### config.mk
export PLATFORM = sky130hd
export DESIGN_NAME = reg_writeback_flat
export DESIGN_NICKNAME = d
export VERILOG_FILES = /design/src/rtl/reg_writeback_if.sv /design/src/rtl/reg_writeback.sv /design/src/flat_wrapper.sv
export SDC_FILE = /design/constraint.sdc
export NUM_CORES = 1
export LEC_CHECK = 0
export BUFFER_PORTS_ARGS = -buffer_cell sky130_fd_sc_hd__buf_2
export CORE_ASPECT_RATIO = 0.7
export CORE_MARGIN = 3
export CORE_UTILIZATION = 48
export DETAILED_ROUTE_END_ITERATION = 8
export PLACE_DENSITY = 0.75
export SYNTH_ARGS = -nofsm -noshare
export SYNTH_HDL_FRONTEND = slang
export SYNTH_SLANG_ARGS = --single-unit
### constraint.sdc
create_clock -name clk -period 3.4 [get_ports clk]
set_input_delay 0.68 -clock clk [delete_from_list [all_inputs] [get_ports clk]]
set_output_delay 0.68 -clock clk [all_outputs]
set_load 0.02 [all_outputs]
### src/rtl/reg_writeback_if.sv
// -----------------------------------------------------------------------------
// reg_writeback_if
//   Bundles the signals of the register-file writeback unit that travel
//   between the execution units, the decode stage and the register file.
//
//   Result producers (ALU, LSU):
//     alu_valid/alu_ready/alu_rd/alu_data   ALU result handshake
//     lsu_valid/lsu_ready/lsu_rd/lsu_data   LSU load-data handshake
//   Decode:
//     issue_valid/issue_rd                  destination register marked pending
//     busy                                  per-register "write in flight" flags
//   Register file write port:
//     wen/waddr/wdata                       registered write port
//
//   Modports:
//     master  - the surroundings (producers, decode, register file)
//     slave   - the writeback unit itself
// -----------------------------------------------------------------------------
interface reg_writeback_if #(
    parameter int ADDR_WIDTH = 5,
    parameter int DATA_WIDTH = 32
);
    logic                       alu_valid;
    logic                       alu_ready;
    logic [ADDR_WIDTH-1:0]      alu_rd;
    logic [DATA_WIDTH-1:0]      alu_data;

    logic                       lsu_valid;
    logic                       lsu_ready;
    logic [ADDR_WIDTH-1:0]      lsu_rd;
    logic [DATA_WIDTH-1:0]      lsu_data;

    logic                       issue_valid;
    logic [ADDR_WIDTH-1:0]      issue_rd;

    logic                       wen;
    logic [ADDR_WIDTH-1:0]      waddr;
    logic [DATA_WIDTH-1:0]      wdata;
    logic [(2**ADDR_WIDTH)-1:0] busy;

    modport master (
        output alu_valid, alu_rd, alu_data,
        output lsu_valid, lsu_rd, lsu_data,
        output issue_valid, issue_rd,
        input  alu_ready, lsu_ready,
        input  wen, waddr, wdata, busy
    );

    modport slave (
        input  alu_valid, alu_rd, alu_data,
        input  lsu_valid, lsu_rd, lsu_data,
        input  issue_valid, issue_rd,
        output alu_ready, lsu_ready,
        output wen, waddr, wdata, busy
    );
endinterface

### src/rtl/reg_writeback.sv
// -----------------------------------------------------------------------------
// reg_writeback
//   Writeback unit for the NPC register file. Results from the ALU and the LSU
//   are each captured into a one-entry holding buffer through a valid/ready
//   handshake. A round-robin arbiter drains at most one buffer per cycle into
//   the registered write port; results addressed to x0 consume their slot but
//   never raise wen. A scoreboard of destination registers with writes in
//   flight lets decode stall on read-after-write hazards.
//
//   Ports:
//     clk    in   clock, all state updates on the rising edge
//     rst_n  in   asynchronous, active-low reset
//     bus    slave modport of reg_writeback_if:
//              alu_valid/alu_ready/alu_rd/alu_data  ALU result handshake
//              lsu_valid/lsu_ready/lsu_rd/lsu_data  LSU result handshake
//              issue_valid/issue_rd                 mark issue_rd pending
//              wen/waddr/wdata                      register file write port
//              busy                                 bit r set: write to r pending
//
//   Timing: a result handshaken at edge E is written by the register file at
//   edge E+2 if it wins arbitration immediately. Ready depends only on
//   registered state, so there is no input-to-output combinational path.
// -----------------------------------------------------------------------------
module reg_writeback #(
    parameter int ADDR_WIDTH = 5,
    parameter int DATA_WIDTH = 32
) (
    input  logic             clk,
    input  logic             rst_n,
    reg_writeback_if.slave   bus
);

    localparam int NREG = 2**ADDR_WIDTH;

    // Which source wins when both holding buffers are occupied.
    typedef enum logic {
        PRIO_ALU = 1'b0,
        PRIO_LSU = 1'b1
    } prio_t;

    prio_t                  prio;

    // Holding buffers, one per source.
    logic                   alu_buf_valid;
    logic [ADDR_WIDTH-1:0]  alu_buf_rd;
    logic [DATA_WIDTH-1:0]  alu_buf_data;

    logic                   lsu_buf_valid;
    logic [ADDR_WIDTH-1:0]  lsu_buf_rd;
    logic [DATA_WIDTH-1:0]  lsu_buf_data;

    // Registered write port and scoreboard.
    logic                   wen_q;
    logic [ADDR_WIDTH-1:0]  waddr_q;
    logic [DATA_WIDTH-1:0]  wdata_q;
    logic [NREG-1:0]        busy_q;
    logic [NREG-1:0]        busy_next;

    // Arbitration and handshake decode.
    logic                   alu_grant;
    logic                   lsu_grant;
    logic                   alu_ready;
    logic                   lsu_ready;
    logic                   alu_take;
    logic                   lsu_take;
    logic                   both_valid;
    logic                   any_grant;
    logic [ADDR_WIDTH-1:0]  grant_rd;
    logic [DATA_WIDTH-1:0]  grant_data;

    // -------------------------------------------------------------------------
    // Arbiter: a pure function of the buffer valids and prio, so readies and
    // grants never see the input ports.
    // -------------------------------------------------------------------------
    always_comb begin
        both_valid = alu_buf_valid && lsu_buf_valid;
        alu_grant  = alu_buf_valid && (!lsu_buf_valid || (prio == PRIO_ALU));
        lsu_grant  = lsu_buf_valid && (!alu_buf_valid || (prio == PRIO_LSU));
        any_grant  = alu_grant || lsu_grant;

        grant_rd   = '0;
        grant_data = '0;
        if (alu_grant) begin
            grant_rd   = alu_buf_rd;
            grant_data = alu_buf_data;
        end else if (lsu_grant) begin
            grant_rd   = lsu_buf_rd;
            grant_data = lsu_buf_data;
        end
    end

    // A buffer that is draining this cycle can be refilled at the same edge,
    // which is what lets a lone source sustain one result per cycle.
    always_comb begin
        alu_ready = !alu_buf_valid || alu_grant;
        lsu_ready = !lsu_buf_valid || lsu_grant;
        alu_take  = bus.alu_valid && alu_ready;
        lsu_take  = bus.lsu_valid && lsu_ready;
    end

    // -------------------------------------------------------------------------
    // Scoreboard next state. The clear is applied first so that a new issue to
    // the register being written in the same cycle keeps its bit set.
    // -------------------------------------------------------------------------
    always_comb begin
        busy_next = busy_q;
        if (wen_q) begin
            busy_next[waddr_q] = 1'b0;
        end
        if (bus.issue_valid && (bus.issue_rd != '0)) begin
            busy_next[bus.issue_rd] = 1'b1;
        end
        busy_next[0] = 1'b0;
    end

    // -------------------------------------------------------------------------
    // State: buffers, round-robin pointer, write port and scoreboard.
    // -------------------------------------------------------------------------
    always_ff @(posedge clk or negedge rst_n) begin
        if (!rst_n) begin
            prio          <= PRIO_LSU;
            alu_buf_valid <= 1'b0;
            alu_buf_rd    <= '0;
            alu_buf_data  <= '0;
            lsu_buf_valid <= 1'b0;
            lsu_buf_rd    <= '0;
            lsu_buf_data  <= '0;
            wen_q         <= 1'b0;
            waddr_q       <= '0;
            wdata_q       <= '0;
            busy_q        <= '0;
        end else begin
            // ALU holding buffer
            if (alu_take) begin
                alu_buf_valid <= 1'b1;
                alu_buf_rd    <= bus.alu_rd;
                alu_buf_data  <= bus.alu_data;
            end else if (alu_grant) begin
                alu_buf_valid <= 1'b0;
            end

            // LSU holding buffer
            if (lsu_take) begin
                lsu_buf_valid <= 1'b1;
                lsu_buf_rd    <= bus.lsu_rd;
                lsu_buf_data  <= bus.lsu_data;
            end else if (lsu_grant) begin
                lsu_buf_valid <= 1'b0;
            end

            // Round-robin: hand priority to the loser after every contended cycle.
            if (both_valid) begin
                prio <= (prio == PRIO_LSU) ? PRIO_ALU : PRIO_LSU;
            end

            // Write port: an x0 result still drains its buffer but stays silent.
            if (any_grant) begin
                wen_q   <= (grant_rd != '0);
                waddr_q <= grant_rd;
                wdata_q <= grant_data;
            end else begin
                wen_q   <= 1'b0;
            end

            busy_q <= busy_next;
        end
    end

    assign bus.alu_ready = alu_ready;
    assign bus.lsu_ready = lsu_ready;
    assign bus.wen       = wen_q;
    assign bus.waddr     = waddr_q;
    assign bus.wdata     = wdata_q;
    assign bus.busy      = busy_q;

endmodule

### src/flat_wrapper.sv
// flat-port wrapper written by rule: the top's interface ports become plain ports
module reg_writeback_flat 
#(
    parameter int ADDR_WIDTH = 5,
    parameter int DATA_WIDTH = 32
)
  (clk, rst_n, bus_alu_valid, bus_alu_rd, bus_alu_data, bus_lsu_valid, bus_lsu_rd, bus_lsu_data, bus_issue_valid, bus_issue_rd, bus_alu_ready, bus_lsu_ready, bus_wen, bus_waddr, bus_wdata, bus_busy);
  reg_writeback_if #(.ADDR_WIDTH(ADDR_WIDTH), .DATA_WIDTH(DATA_WIDTH)) bus_i ();
  input  logic clk;
  input  logic rst_n;
  input wire logic [$bits(bus_i.alu_valid)-1:0] bus_alu_valid;
  input wire logic [$bits(bus_i.alu_rd)-1:0] bus_alu_rd;
  input wire logic [$bits(bus_i.alu_data)-1:0] bus_alu_data;
  input wire logic [$bits(bus_i.lsu_valid)-1:0] bus_lsu_valid;
  input wire logic [$bits(bus_i.lsu_rd)-1:0] bus_lsu_rd;
  input wire logic [$bits(bus_i.lsu_data)-1:0] bus_lsu_data;
  input wire logic [$bits(bus_i.issue_valid)-1:0] bus_issue_valid;
  input wire logic [$bits(bus_i.issue_rd)-1:0] bus_issue_rd;
  output wire logic [$bits(bus_i.alu_ready)-1:0] bus_alu_ready;
  output wire logic [$bits(bus_i.lsu_ready)-1:0] bus_lsu_ready;
  output wire logic [$bits(bus_i.wen)-1:0] bus_wen;
  output wire logic [$bits(bus_i.waddr)-1:0] bus_waddr;
  output wire logic [$bits(bus_i.wdata)-1:0] bus_wdata;
  output wire logic [$bits(bus_i.busy)-1:0] bus_busy;
  assign bus_i.alu_valid = bus_alu_valid;
  assign bus_i.alu_rd = bus_alu_rd;
  assign bus_i.alu_data = bus_alu_data;
  assign bus_i.lsu_valid = bus_lsu_valid;
  assign bus_i.lsu_rd = bus_lsu_rd;
  assign bus_i.lsu_data = bus_lsu_data;
  assign bus_i.issue_valid = bus_issue_valid;
  assign bus_i.issue_rd = bus_issue_rd;
  assign bus_alu_ready = bus_i.alu_ready;
  assign bus_lsu_ready = bus_i.lsu_ready;
  assign bus_wen = bus_i.wen;
  assign bus_waddr = bus_i.waddr;
  assign bus_wdata = bus_i.wdata;
  assign bus_busy = bus_i.busy;
  reg_writeback #(.ADDR_WIDTH(ADDR_WIDTH), .DATA_WIDTH(DATA_WIDTH)) u_core (.clk(clk), .rst_n(rst_n), .bus(bus_i));
endmodule
==> flow_metrics.py, run 1 <==
metrics = {
    "cells_and_area": {
        "final_common_cell": "buf_2",
        "fin_util_pct": 63.5,
        "diodes": 0,
        "nets": 733,
        "area_delta_synth_final_pct": 25.2,
        "layout_common_cells": "buf_2, dfrtp_1, mux2_2, nor2_1, o21ai_0",
        "drive_gt1_share_pct": 47.4,
    },
    "floorplan": {
        "start_util_pct": 50.7,
        "dieArea_um2": 14200,
        "core_um2": 12100,
        "die_w_um": 141,
        "core.rowCount": 33,
        "io_pins": 156,
        "die_h_um": 101,
    },
    "run": {
        "maxCapViolations": 0,
    },
    "placement": {
        "io_buffers": 154,
        "place_congestion": 0.798,
        "dpl.hpwl_um": 10400,
    },
    "setup_path": {
        "worstPathCellList": "buf_4 > nand3b_4 > buf_2",
        "r2r-start": "u_core.lsu_buf_valid",
        "cp_data_required_time_ns": 2.72,
        "max_stage_delay_ns": 0.60,
        "crit_start": "u_core.lsu_buf_valid",
        "crit_fanout": 27,
        "cp-end-kind": "primary output",
        "critical_path_class": "register to primary output",
        "startpoint_type": "register",
        "crit_slowest_cell": "dfrtp_2",
        "arrival_ns": 1.87,
    },
    "detailed_routing": {
        "drtIter0Drc": 335,
        "dr.pass1.iters": 4,
        "routedWlPerCell_um": 19.4,
        "drc_errors": 0,
        "viasPerCell": 5.62,
        "finalWirelength_um": 15900,
        "num_vias": 4601,
        "antenna_left": 0,
    },
    "synth": {
        "yosysWarnings": 0,
        "ys_ff_latch": 146,
        "synth_top_family_by_area": "multiplexers",
        "synthXorXnorAreaFrac_pct": 0,
        "syn_area_um2": 6130,
        "synth_fa_ha_area_share_pct": 0,
        "syn_area_per_cell_um2": 12.4,
        "synth_cells": 495,
        "synth_compound_area_share_pct": 9.39,
        "yosys.area_share.simple_pct": 9.00,
        "netlist-cell-type-count": 26,
        "muxShareOfSynthArea_pct": 19.8,
        "seq_area_frac_synth_pct": 59.6,
        "synth.net_count": 579,
    },
    "timing": {
        "hold_viol_final": 0,
        "max_slew_margin_pct": 33.6,
        "finalSetupTns_ns": 0,
        "clock_skew_ns": 0.0105,
        "rsz0062_at_grt": "false",
        "min_period_ns": 2.55,
        "setup_viol_count_final": 0,
        "max_slew.worst_pin.slew_ns": 0.993,
        "max_freq_mhz": 393,
        "final-max-slew-violation-count": 0,
        "fin_crit_sh_pct": 74.9,
    },
    "power": {
        "pwr_density_cell_nw_per_um2": 969,
        "irDropWorstVdd_v": 0.000593,
        "p_leak_nw": 3.41,
    },
    "clocking": {
        "cts_tree": "done",
        "htreeDepth": 4,
        "numCtsBuffers": 17,
        "cts_setup_buffers": 0,
        "clk_latency_ns": 0.42,
        "cts.sinks": 146,
        "hold_buffers": 0,
        "cts_resized": 0,
        "ctsLongestPathBuffers": 2,
        "root_buffer": "clkbuf_16",
        "clk_pin_slew_ns": 0.07,
    },
    "grt": {
        "grt_pass1_vias": 4885,
        "grt_pass1_wl_um": 25800,
        "grt_max_degree": 64,
        "grtUsageTotal_pct": 23.4,
        "antenna_found_initial": 2,
        "overflow": 0,
    },
    "min_path": {
        "hold_path_class": "primary input to asynchronous set/reset pin",
    },
    "run_status": {
        "outcome": "finished clean",
    },
}
==> kinds of logic after synthesis <==
kind of cell    count (synthesis)
compound gates                102
buf+inv                        23
simple gates                  115
other cells                     1
mux                           108
flops                         146
==> cells in the mapped netlist <==
library cell | count | area [um2]
nand2b_1 | 3 | 18.8
nand4_1 | 1 | 6.26
buf_1 | 3 | 11.3
buf_4 | 2 | 15.0
o21ai_0 | 62 | 310
nor2_1 | 71 | 267
nand2_2 | 1 | 6.26
nand2_1 | 12 | 45.0
buf_2 | 9 | 45.0
a32oi_1 | 4 | 35.0
a21bo_2 | 1 | 10.0
a21boi_0 | 1 | 7.51
clkbuf_1 | 6 | 22.5
or2_2 | 2 | 12.5
mux2_2 | 108 | 1220
nand3_1 | 5 | 25.0
nand2_4 | 1 | 11.3
buf_6 | 3 | 33.8
or3b_2 | 6 | 52.6
dfrtp_1 | 145 | 3630
conb_1 | 1 | 3.75
o22ai_1 | 34 | 213
nand3b_1 | 10 | 75.1
nand3b_4 | 1 | 20.0
or3_1 | 2 | 12.5
dfstp_2 | 1 | 26.3
==> final timing paths <==
| kind | depth (start not counted) | endpoint | slack, ns |
|---|---|---|---|
| worst max-delay path | 3 | bus_lsu_ready | 0.85 |
| worst max register to register | 4 | u_core.lsu_buf_data[4] | 1.15 |
| worst min-delay path | 1 | u_core.bus.busy[23] | 0.25 |
| worst min register to register | 1 | u_core.alu_buf_data[12] | 0.51 |
| min in group clk | 2 | u_core.lsu_buf_data[25] | 0.50 |
| max in group asynchronous | 2 | u_core.alu_buf_valid | 2.39 |
==> sequential cells by signal, indices dropped and copies added (netlist names), 5 cells and up <==
name                 cells
u_core.bus.wdata        32
u_core.lsu_buf_data     32
u_core.lsu_buf_rd        5
u_core.alu_buf_data     32
u_core.bus.waddr         5
u_core.alu_buf_rd        5
u_core.bus.busy         31
==> critical path, delay by kind of cell, from the launching register on <==
| family | cells | cell delay [ns] |
|---|---|---|
| buf+inv | 2 | 0.69 |
| flops | 1 | 0.60 |
| simple gates | 1 | 0.16 |
==> final cells by class <==
class | instances | area, um2
Clock buffer | 17 | 425
Clock inverter | 15 | 229
Fill cell | 968 | 4420
Multi-Input combinational cell | 326 | 2350
Sequential cell | 146 | 3660
Tap cell | 157 | 196
Timing Repair Buffer | 158 | 820
==> where the power goes <==
group / internal (mW) / total, mW / leakage, nW / switching [mW]
logic: 1.00 / 2.49 / 1.42 / 1.48
registers: 2.40 / 2.89 / 1.69 / 0.488
clock network: 1.31 / 2.07 / 0.306 / 0.755
==> stage by stage <==
| step | cell area (um2) | total power [mW] | std cells | hold WS [ns] | setup slack [ns] |
|---|---|---|---|---|---|
| 2_1_floorplan | 6130 | 4.44 | 495 | 0.384 | 1.71 |
| 3_3_place_gp | 7020 | 5.26 | 787 | 0.481 | 1.18 |
| 3_5_place_dp | 7020 | 5.37 | 787 | 0.494 | 1.16 |
| 4_1_cts | 7670 | 7.48 | 819 | 0.256 | 0.848 |
| 5_1_grt | 7680 | 7.85 | 819 | 0.280 | 0.755 |
| 6_report | 7680 | 7.44 | 819 | 0.249 | 0.853 |
==> routing by layer <==
metal,share of wire [%],track usage (%),vias up,routed length (um)
li1,-,-,2086,-
met1,45,32.8,2298,7190
met2,46,35.6,196,7280
met3,7.9,6.73,17,1260
met4,1.0,7.37,4,160
met5,0.13,0,-,21
No activity file was read; power rests on OpenSTA's default activity.
==> run 2: changes to the inputs <==
Clock period 3.4 ns to 2.4 ns, I/O delays scaled along.
==> flow_metrics.py, run 2 (synthesis results as in run 1) <==
metrics = {
    "clocking": {
        "cts_tree": "done",
        "root_buffer": "clkbuf_16",
        "cts_resized": 0,
        "htreeDepth": 4,
        "cts_setup_buffers": 0,
        "numCtsBuffers": 17,
        "clk_latency_ns": 0.42,
        "clk_pin_slew_ns": 0.06,
        "cts.sinks": 146,
        "ctsLongestPathBuffers": 2,
        "hold_buffers": 1,
    },
    "timing": {
        "rsz0062_at_grt": "false",
        "fin_crit_sh_pct": 79.6,
        "setup_viol_count_final": 0,
        "min_period_ns": 1.91,
        "hold_viol_final": 0,
        "max_slew.worst_pin.slew_ns": 0.790,
        "max_slew_margin_pct": 47.3,
        "finalSetupTns_ns": 0,
        "max_freq_mhz": 524,
        "final-max-slew-violation-count": 0,
        "clock_skew_ns": 0.00760,
    },
    "setup_path": {
        "critical_path_class": "register to primary output",
        "path_buf_inv": 1,
        "cp_data_required_time_ns": 1.92,
        "critical_path.top_delay_family": "flip-flops",
        "worstPathCellList": "nand3_1 > buf_2",
        "startpoint_type": "register",
        "path_depth": 2,
        "crit_fanout": 17,
        "max_stage_delay_ns": 0.60,
        "cp-end-kind": "primary output",
        "arrival_ns": 1.43,
        "reg2regPathDepth": 3,
        "crit_slowest_cell": "dfrtp_2",
    },
    "power": {
        "irDropWorstVdd_v": 0.00106,
        "cellInternalPower_mw": 6.48,
        "p_switching_mw": 3.84,
        "p_leak_nw": 3.43,
        "pwr_density_cell_nw_per_um2": 1340,
        "p_seq_share_pct": 39.6,
        "p_sw_share_pct": 37.2,
        "power_frac_comb_pct": 34.1,
        "clock_power_share_pct": 26.3,
    },
    "grt": {
        "grtUsageTotal_pct": 22.7,
        "grt_pass1_wl_um": 25100,
        "overflow": 0,
        "grt_pass1_vias": 4759,
        "antenna_found_initial": 4,
        "grt_max_degree": 72,
    },
    "cells_and_area": {
        "nets": 738,
        "layout_common_cells": "buf_2, dfrtp_1, mux2_2, nor2_1, o21ai_0",
        "fin_area_um2": 7680,
        "n_fill_cell": 996,
        "area_delta_synth_final_pct": 25.3,
        "multi_input_area_um2": 2350,
        "final_common_cell": "buf_2",
        "fin_util_pct": 63.5,
        "stdcell_count": 825,
        "drive_gt1_share_pct": 47.5,
        "layout.area.seq_um2": 3660,
    },
    "floorplan": {
        "dieArea_um2": 14200,
        "die_h_um": 101,
        "io_pins": 156,
        "core_um2": 12100,
        "core.rowCount": 33,
        "die_w_um": 141,
        "start_util_pct": 50.7,
    },
    "run": {
        "maxCapViolations": 0,
    },
    "min_path": {
        "min_path_cells": 2,
        "hold_path_class": "primary input to register",
    },
    "detailed_routing": {
        "drc_errors": 0,
        "dr.pass1.iters": 5,
        "finalWirelength_um": 15600,
        "viasPerCell": 5.67,
        "num_vias": 4674,
        "drtIter0Drc": 309,
        "routedWlPerCell_um": 18.9,
        "antenna_left": 0,
    },
    "placement": {
        "dpl.hpwl_um": 10600,
        "placed_area_um2": 7060,
        "place_congestion": 0.803,
        "dp.cells": 791,
        "io_buffers": 154,
    },
    "run_status": {
        "outcome": "finished clean",
    },
}
run 2: cell count changes in the layout (fill, tap and decap cells not counted):
cell / delta
buf_4: +3
clkinv_2: +3
clkinvlp_4: -3
bufinv_16: -2
buf_12: +1
clkinv_4: +1
diode_2: +1
dlygate4sd3_1: +1
inv_8: +1
nand2_1: +1
nand2_2: -1
run 2: area by class of cell:
| cell class | instances | share of cell area [%] |
|---|---|---|
| tap | 157 | 2.56 |
| timing repair buffer | 163 | 11.4 |
| antenna | 1 | 0.0326 |
| clock inverter | 15 | 2.36 |
| sequential | 146 | 47.6 |
| clock buffer | 17 | 5.54 |
| multi-input combinational | 326 | 30.6 |
run 2: routing by layer:
| metal | up-vias | wire [um] | global-route usage, % | share of wire [%] |
|---|---|---|---|---|
| li1 | 2107 | - | - | - |
| met1 | 2321 | 6810 | 31.4 | 44 |
| met2 | 214 | 7100 | 34.7 | 46 |
| met3 | 26 | 1490 | 7.49 | 9.6 |
| met4 | 6 | 164 | 5.88 | 1.1 |
| met5 | - | 29 | 0 | 0.19 |
run 2: final timing paths:
check | start | to | slack [ns]
setup reg to reg | u_core.lsu_buf_valid | u_core.lsu_buf_data[25] | 0.65
min in group asynchronous | rst_n | u_core.alu_buf_data[9] | 0.43
hold reg to reg | u_core.alu_buf_data[5] | u_core.bus.wdata[5] | 0.50
max in group asynchronous | rst_n | u_core.prio | 1.37
hold / removal | bus_alu_valid | u_core.alu_buf_valid | 0.29
setup / recovery | u_core.lsu_buf_valid | bus_alu_ready | 0.49
run 2: power by group through the flow:
stage	Sequential, mW	Combinational, mW	Clock (mW)
after global placement	4.04	3.42	0
after detailed placement	4.10	3.52	0
after global routing	4.21	3.84	2.89
final	4.09	3.52	2.71
after floorplan	4.62	1.67	0
after CTS	4.07	3.54	2.76
run 2: per-stage QoR:
step	hold slack (ns)	worst slack [ns]	power (mW)
6_report	0.288	0.491	10.3
3_5_place_dp	0.287	0.644	7.62
3_3_place_gp	0.286	0.709	7.46
5_1_grt	0.288	0.416	10.9
4_1_cts	0.275	0.475	10.4
2_1_floorplan	0.184	0.712	6.29
==> run 3: changes to the inputs <==
Settings changed: PLACE_DENSITY 0.75 to 0.78.
Clock period 2.4 ns to 1.68 ns, I/O delays scaled along.
==> flow_metrics.py, run 3 (synthesis results as in run 1) <==
metrics = {
    "detailed_routing": {
        "dr.pass1.iters": 5,
        "viasPerCell": 5.66,
        "drtIter0Drc": 305,
        "routedWlPerCell_um": 19.1,
        "drc_errors": 0,
        "num_vias": 4739,
        "finalWirelength_um": 16000,
        "antenna_left": 0,
    },
    "grt": {
        "grt_pass1_vias": 4893,
        "grt_pass1_wl_um": 25200,
        "antenna_found_initial": 5,
        "overflow": 0,
        "grtUsageTotal_pct": 22.7,
        "grt_max_degree": 43,
    },
    "cells_and_area": {
        "area_delta_synth_final_pct": 27.8,
        "layout_common_cells": "buf_2, dfrtp_1, mux2_2, nor2_1, o21ai_0",
        "final_common_cell": "buf_2",
        "drive_gt1_share_pct": 48.4,
        "nets": 749,
    },
    "timing": {
        "clock_skew_ns": 0.0134,
        "max_freq_mhz": 601,
        "final-max-slew-violation-count": 0,
        "max_slew.worst_pin.slew_ns": 0.750,
        "min_period_ns": 1.66,
        "fin_crit_sh_pct": 99.0,
        "hold_viol_final": 0,
        "max_slew_margin_pct": 50.0,
        "finalSetupTns_ns": 0,
        "fin_ws_ns": 0.0164,
        "rsz0062_at_grt": "true",
        "setup_viol_count_final": 0,
    },
    "power": {
        "pwr_density_cell_nw_per_um2": 1890,
        "cellInternalPower_mw": 9.26,
        "power_frac_comb_pct": 35.7,
        "irDropWorstVdd_v": 0.00110,
        "p_switching_mw": 5.53,
        "p_sw_share_pct": 37.4,
        "p_leak_nw": 3.50,
        "clock_power_share_pct": 24.8,
        "p_seq_share_pct": 39.5,
    },
    "floorplan": {
        "dieArea_um2": 14200,
        "die_h_um": 101,
        "start_util_pct": 50.7,
        "io_pins": 156,
        "core.rowCount": 33,
        "core_um2": 12100,
        "die_w_um": 141,
    },
    "clocking": {
        "cts_tree": "done",
        "clk_latency_ns": 0.42,
        "htreeDepth": 4,
        "numCtsBuffers": 17,
        "clk_pin_slew_ns": 0.06,
        "ctsLongestPathBuffers": 2,
        "cts.sinks": 146,
        "root_buffer": "clkbuf_16",
    },
    "run_status": {
        "outcome": "finished clean",
    },
    "setup_path": {
        "cp_data_required_time_ns": 1.34,
        "crit_fanout": 4,
        "startpoint_type": "register",
        "critical_path_class": "register to primary output",
        "cp-end-kind": "primary output",
        "arrival_ns": 1.33,
    },
    "placement": {
        "place_congestion": 0.817,
        "io_buffers": 154,
        "preCtsSetupSlack_ns": 0.109,
        "dpl.hpwl_um": 11200,
    },
    "min_path": {
        "hold_path_class": "primary input to register",
    },
    "run": {
        "maxCapViolations": 0,
    },
}
-- run 3: cell count changes in the layout (fill, tap and decap cells not counted), sizes merged --
cell,previous run,this run
bufinv,3,1
clkbuf,17,21
diode,1,2
clkinvlp,1,3
inv,4,2
clkinv,7,5
buf,162,173
-- run 3: area by class of cell --
class                      instances  area [um2]
clock buffer                      21         480
antenna                            2        5.00
tap                              157         196
multi-input combinational        326        2360
fill                             913        4270
clock inverter                    11         103
sequential                       146        3660
timing repair buffer             174        1030
-- run 3: worst paths after layout --
kind	to	slack, ns	from	depth (start not counted)
min reg2reg	u_core.alu_buf_data[1]	0.51	u_core.alu_buf_data[1]	1
max	bus_lsu_ready	0.02	u_core.prio	2
max reg2reg	u_core.bus.busy[18]	0.07	u_core.bus.waddr[4]	3
min	u_core.alu_buf_data[26]	0.15	bus_alu_data[26]	2
min in group asynchronous	u_core.lsu_buf_data[6]	0.41	rst_n	2
max in group asynchronous	u_core.prio	0.68	rst_n	3
-- run 3: through the flow --
step	hold WS [ns]	cell area, um2	std cells	total power [mW]	utilization (%)
after floorplan	0.0404	6130	495	9.00	-
after global placement	0.287	7190	799	10.8	59.4
after detailed placement	0.293	7190	799	11.0	59.4
after CTS	0.137	7810	834	14.8	64.5
after global routing	0.134	7830	837	15.5	64.7
final	0.145	7830	837	14.8	64.7
-- run 3: worst max-delay path: stages (launching register included) --
cell	delay [ns]
dfstp_2	0.59
nand3b_4	0.19
buf_6	0.14
-- run 3: power groups by stage --
| stage | Sequential (mW) | Clock (mW) | Combinational [mW] |
|---|---|---|---|
| after floorplan | 6.60 | 0 | 2.39 |
| after global placement | 5.74 | 0 | 5.02 |
| after detailed placement | 5.85 | 0 | 5.19 |
| after CTS | 5.80 | 3.71 | 5.28 |
| after global routing | 5.99 | 3.89 | 5.67 |
| final | 5.84 | 3.66 | 5.29 |
-- run 3: repair_timing --
action,in CTS,in global routing
hold buffers,1,0
gates cloned,0,0
setup endpoints to repair,2,3
setup buffers,2,1
hold endpoints to repair,38,0
gates resized for setup,3,3
-- run 3: per-layer routing --
metal | up-vias | global-route usage [%] | part of all wire, %
met2 | 216 | 36.0 | 46
met4 | 6 | 6.48 | 0.95
met1 | 2369 | 30.3 | 45
met3 | 24 | 7.59 | 8.4
met5 | - | 0 | 0.26
li1 | 2124 | - | -
